===== src/rtl/inst_prefetch_buffer.sv =====
// ============================================================================
// Module   : inst_prefetch_buffer
// Function : Instruction fetch front end. It keeps one request outstanding and
//            queues {pc, word} pairs in a FIFO. Core redirects flush the FIFO.
// Options  : define PREFETCH_STATS_EN to add the fetch_stall_cnt output port
// Revision : 1.0  initial release
// ============================================================================
`default_nettype none

module inst_prefetch_buffer #(
  parameter int          DEPTH    = 4,
  parameter logic [31:0] RESET_PC = 32'h0000_0000
) (
  input  logic        clk,
  input  logic        rst,
  output logic        mem_req_valid,
  input  logic        mem_req_ready,
  output logic [31:0] mem_req_addr,
  input  logic        mem_rsp_valid,
  input  logic [31:0] mem_rsp_data,
  input  logic        redirect_valid,
  input  logic [31:0] redirect_pc,
  output logic        inst_valid,
  input  logic        inst_ready,
  output logic [31:0] inst_data,
  output logic [31:0] inst_pc
`ifdef PREFETCH_STATS_EN
  ,
  output logic [15:0] fetch_stall_cnt
`endif
);

  localparam int              PW      = $clog2(DEPTH);
  localparam int              CW      = PW + 1;
  localparam logic [CW-1:0]   C_DEPTH = CW'(DEPTH);
  localparam logic [1:0]      C_IDLE  = 2'd0;
  localparam logic [1:0]      C_REQ   = 2'd1;
  localparam logic [1:0]      C_WAIT  = 2'd2;
  localparam logic [1:0]      C_DROP  = 2'd3;

  logic [1:0]    state_q, state_d;
  logic [31:0]   fetch_pc_q, fetch_pc_d;
  logic [31:0]   req_pc_q, req_pc_d;
  logic [CW-1:0] count_q, count_d;
  logic [PW-1:0] wr_ptr_q, wr_ptr_d;
  logic [PW-1:0] rd_ptr_q, rd_ptr_d;
  logic [31:0]   data_mem_q [DEPTH];
  logic [31:0]   pc_mem_q   [DEPTH];

  logic          w_hs;
  logic          w_pop;
  logic          w_push;
  logic [CW-1:0] w_count_after;
  logic          w_unused_redirect_lsbs;

  assign w_unused_redirect_lsbs = ^redirect_pc[1:0];

  assign w_hs          = mem_req_valid & mem_req_ready;
  assign w_pop         = inst_valid & inst_ready;
  assign w_push        = (state_q == C_WAIT) & mem_rsp_valid & ~redirect_valid;
  assign w_count_after = count_q + CW'(w_push) - CW'(w_pop);

  // State register
  always_ff @(posedge clk or negedge rst) begin
    if (!rst) state_q <= C_IDLE;
    else      state_q <= state_d;
  end

  // Next-state logic; a redirect overrides every normal transition
  always_comb begin
    state_d = state_q;
    if (redirect_valid) begin
      case (state_q)
        C_IDLE:  state_d = C_REQ;
        C_REQ:   state_d = w_hs ? C_DROP : C_REQ;
        // A response arriving with the redirect retires the stale fetch now
        default: state_d = mem_rsp_valid ? C_REQ : C_DROP;
      endcase
    end else begin
      case (state_q)
        C_IDLE:  state_d = (count_q < C_DEPTH) ? C_REQ : C_IDLE;
        C_REQ:   state_d = w_hs ? C_WAIT : C_REQ;
        C_WAIT:  if (mem_rsp_valid) state_d = (w_count_after < C_DEPTH) ? C_REQ : C_IDLE;
        default: if (mem_rsp_valid) state_d = C_REQ;
      endcase
    end
  end

  // Output logic
  always_comb begin
    mem_req_valid = (state_q == C_REQ);
  end

  always_comb begin
    fetch_pc_d = fetch_pc_q;
    req_pc_d   = req_pc_q;
    count_d    = w_count_after;
    wr_ptr_d   = wr_ptr_q + PW'(w_push);
    rd_ptr_d   = rd_ptr_q + PW'(w_pop);
    if (w_hs) begin
      req_pc_d   = fetch_pc_q;
      fetch_pc_d = fetch_pc_q + 32'd4;
    end
    if (redirect_valid) begin
      fetch_pc_d = {redirect_pc[31:2], 2'b00};
      count_d    = '0;
      wr_ptr_d   = '0;
      rd_ptr_d   = '0;
    end
  end

  always_ff @(posedge clk or negedge rst) begin
    if (!rst) begin
      fetch_pc_q <= RESET_PC;
      req_pc_q   <= RESET_PC;
      count_q    <= '0;
      wr_ptr_q   <= '0;
      rd_ptr_q   <= '0;
    end else begin
      fetch_pc_q <= fetch_pc_d;
      req_pc_q   <= req_pc_d;
      count_q    <= count_d;
      wr_ptr_q   <= wr_ptr_d;
      rd_ptr_q   <= rd_ptr_d;
    end
  end

  // Storage needs no reset: the head is masked while the FIFO is empty
  always_ff @(posedge clk) begin
    if (w_push) begin
      data_mem_q[wr_ptr_q] <= mem_rsp_data;
      pc_mem_q[wr_ptr_q]   <= req_pc_q;
    end
  end

  assign mem_req_addr = fetch_pc_q;
  assign inst_valid   = (count_q != '0);
  assign inst_data    = inst_valid ? data_mem_q[rd_ptr_q] : 32'd0;
  assign inst_pc      = inst_valid ? pc_mem_q[rd_ptr_q]   : 32'd0;

`ifdef PREFETCH_STATS_EN
  logic [15:0] stall_cnt_q, stall_cnt_d;

  always_comb begin
    stall_cnt_d = stall_cnt_q;
    if (inst_ready && !inst_valid && (stall_cnt_q != 16'hFFFF))
      stall_cnt_d = stall_cnt_q + 16'd1;
  end

  always_ff @(posedge clk or negedge rst) begin
    if (!rst) stall_cnt_q <= '0;
    else      stall_cnt_q <= stall_cnt_d;
  end

  assign fetch_stall_cnt = stall_cnt_q;
`endif

endmodule

`default_nettype wire


===== config.mk =====
export PLATFORM = sky130hd
export DESIGN_NAME = inst_prefetch_buffer
export DESIGN_NICKNAME = d
export VERILOG_FILES = /design/src/rtl/inst_prefetch_buffer.sv
export SDC_FILE = /design/constraint.sdc
export NUM_CORES = 1
export LEC_CHECK = 0
export ABC_AREA = 1
export ABC_CLOCK_PERIOD_IN_PS = 15150
export CAP_MARGIN = 20
export CELL_PAD_IN_SITES_DETAIL_PLACEMENT = 0
export CELL_PAD_IN_SITES_GLOBAL_PLACEMENT = 1
export CORE_UTILIZATION = 49
export CTS_BUF_LIST = sky130_fd_sc_hd__clkbuf_8
export CTS_CLUSTER_DIAMETER = 40
export DETAILED_ROUTE_END_ITERATION = 8
export PLACE_DENSITY = 0.95
export REMOVE_ABC_BUFFERS = 1
export SLEW_MARGIN = 15
export SYNTH_ARGS = -nofsm -noshare
export SYNTH_HDL_FRONTEND = slang
export SYNTH_SLANG_ARGS = --single-unit

===== constraint.sdc =====
create_clock -name clk -period 15.15 [get_ports clk]
set_input_delay 4.545 -clock clk [delete_from_list [all_inputs] [get_ports clk]]
set_output_delay 4.545 -clock clk [all_outputs]
set_load 0.02 [all_outputs]

==> metrics.cfg <==
[cts]
clockRootBuffer = clkbuf_8
cts_tree = done
cts_resized = 0
cts_buffer_depth = 3
postCtsSetupBuffers = 0
h-tree-depth = 2
numCtsBuffers = 52
clk_latency_ns = 0.59
hold_buffers = 0
cts_num_sinks = 317
path_clk_slew_ns = 0.06

[setup_path]
slowest_stage = buf_4
startpoint_type = flip-flop
worstSetupEndpointType = primary output
cp.arrival_ns = 3.64
critical_path.max_stage_delay_ns = 0.79
crit_chain = clkinv_2, buf_4, o21ai_0, a21oi_1, clkdlybuf4s50_1
cp_data_required_time_ns = 10.61
rrSetupSlack_ns = 12.19
worstSetupPathType = flip-flop to primary output
path_max_fanout = 112

[floorplan]
core_region_area_um2 = 26900
num_rows = 60
die_y_um = 167
ioPinCount = 168
start_util = 0.497
die_area_um2 = 27900
fp.dieW_um = 167

[timing]
period_needed_ns = 8.18
setup_violations = 0
finalHoldViolations = 0
post-route-period-util = 0.540
final_max_slew_viol_count = 0
fin_worst_skew_ns = 0.0405
max_freq_mhz = 122
tightest_slew_ns = 1.05
rsz0062_at_grt = false
slew_headroom = 0.302
tns_ns = 0

[synthesis]
synthSimpleGateAreaFrac = 0.160
muxShareOfSynthArea = 0
synth-adder-area-share = 0.00618
synth-seq-cells = 317
synthXorXnorAreaFrac = 0.00590
synth-compound-area-share = 0.0961
synth_top_family_by_area = simple AND/OR/NAND/NOR gates
syn_avg_cell_area_um2 = 10.7
yosysWarnings = 0
synth_cell_types = 30
syn_area_um2 = 13400
postSynthCellCount = 1246
synth_seq_area_share = 0.687

[pwr]
ir_drop_v = 0.000124
power.density_nw_per_um2 = 171
p_leak_nw = 6.08

[placed_design]
port_buffers = 161
globalplace.congestion = 0.833
place_area_um2 = 15200
dp_hpwl_um = 16600

[detailed_routing]
wl_um = 30000
detail-route-antenna-nets = 0
avgViaCountPerCell = 5.23
firstDrtPassIters = 5
post_drt_wl_per_cell_um = 16.8
drt_iter0_drc = 662
num_vias = 9370
drc = 0

[cells_and_area]
final_net_count = 1487
final_area_um2 = 16300
diodes = 0
syn_to_final_growth_pct = 22.2
drive_gt1_frac = 0.0835

[global_route]
grt_max_degree = 113
grt_pass1_wl_um = 47300
grtUsageTotal = 0.219
gr-total-overflow = 0
grt_pass1_vias = 9064
grt_antenna_before_repair = 0

[flow_run]
cap_viol_max_count = 0

[status]
status = complete, no violations

[hold_path]
hold_path_class = flip-flop to flip-flop

per-layer routing:
layer	up-vias	global-route usage	share of wire	routed length, um
met4	0	0.0672	0.022	647
met1	4409	0.290	0.43	12900
met3	59	0.0371	0.071	2130
met5	-	0	0	0
met2	338	0.368	0.48	14400
li1	4564	-	-	-
where the power goes:
group	internal, W	switching [W]
Sequential	0.00103	0.0000941
Clock	0.000464	0.000328
Combinational	0.000340	0.000527
cells in the mapped netlist:
cell type,count,share of area
nand2_1,162,0.046
nand2_2,5,0.0023
buf_4,13,0.0073
nand2_4,2,0.0017
nor2_1,288,0.081
edfxtp_1,248,0.56
and2_1,1,0.00047
nand4_1,2,0.00094
inv_1,65,0.018
clkbuf_1,17,0.0048
clkbuf_2,7,0.0026
nor3_1,5,0.0019
conb_1,1,0.00028
buf_1,7,0.0020
inv_2,7,0.0020
o21ai_0,180,0.067
nor2_4,7,0.0059
o211ai_1,1,0.00056
ha_1,5,0.0047
a21oi_1,67,0.025
fa_1,1,0.0015
buf_2,20,0.0075
xnor2_1,3,0.0020
xor2_1,6,0.0039
nor3_2,1,0.00075
nand3_1,46,0.017
nor2_2,5,0.0023
o21bai_1,3,0.0017
o221ai_1,2,0.0013
dfrtp_1,69,0.13
critical path: cells and delay by family (launching register included):
family	cells	cell delay, ns
compound gates	2	0.53
flops	1	0.70
buf+inv	3	1.72
through the flow:
step / worst slack [ns] / hold WS, ns / utilization / cells / total power [W]
final: 6.97 / 0.520 / 0.607 / 1790 / 0.00279
after global routing: 6.74 / 0.542 / 0.607 / 1790 / 0.00293
after CTS: 6.94 / 0.523 / 0.607 / 1790 / 0.00281
after detailed placement: 7.56 / 0.510 / 0.565 / 1698 / 0.00201
after global placement: 7.62 / 0.490 / 0.565 / 1698 / 0.00200
after floorplan: 5.53 / 0.476 / - / 1185 / 0.00159
layout by cell type, fill, tap and decap left out, types with 7 or more instances in the layout:
master | Yosys | layout
nor2_4 | 7 | 7
o21ai_0 | 180 | 180
clkbuf_8 | 0 | 60
a21oi_1 | 67 | 67
dfrtp_1 | 69 | 67
nand3_1 | 46 | 46
edfxtp_1 | 248 | 248
clkinv_1 | 0 | 8
inv_1 | 65 | 73
nand2_1 | 162 | 162
buf_4 | 13 | 11
clkinv_2 | 0 | 7
nor2_1 | 288 | 288
clkdlybuf4s50_1 | 0 | 160
worst paths after layout:
kind | end | cells after the start | start
min in group asynchronous | req_pc_q[31] | 2 | rst
setup / recovery | inst_pc[18] | 5 | rd_ptr_q[0]
hold reg to reg | pc_mem_q[3][18] | 0 | req_pc_q[18]
setup reg to reg | state_q[0] | 11 | count_q[2]
max in group asynchronous | rd_ptr_q[0] | 2 | rst
hold / removal | pc_mem_q[3][18] | 0 | req_pc_q[18]
registers in the layout (all words and copies together), names as in the netlist:
register / flops
count_q: 3
data_mem_q: 128
mem_req_addr: 30
pc_mem_q: 120
rd_ptr_q: 2
req_pc_q: 30
state_q: 2
wr_ptr_q: 2
final cells by class:
cell class	count	area [um^2]
repair buffers	172	1690
fillers	2141	10600
flip-flops and latches	317	9180
clock inverters	32	303
clock buffers	60	826
multi-input cells	796	3620
well taps	341	427
inverters	72	272
cells by family after synthesis:
family                     count (synthesis)
DFF                                      317
other                                      1
buffers and inverters                    136
AOI/OAI and AO/OA                        253
xor gates and xnor gates                   9
and+or+nand+nor                          524
adders and majority gates                  6
Power figures use the tool's default switching activity.
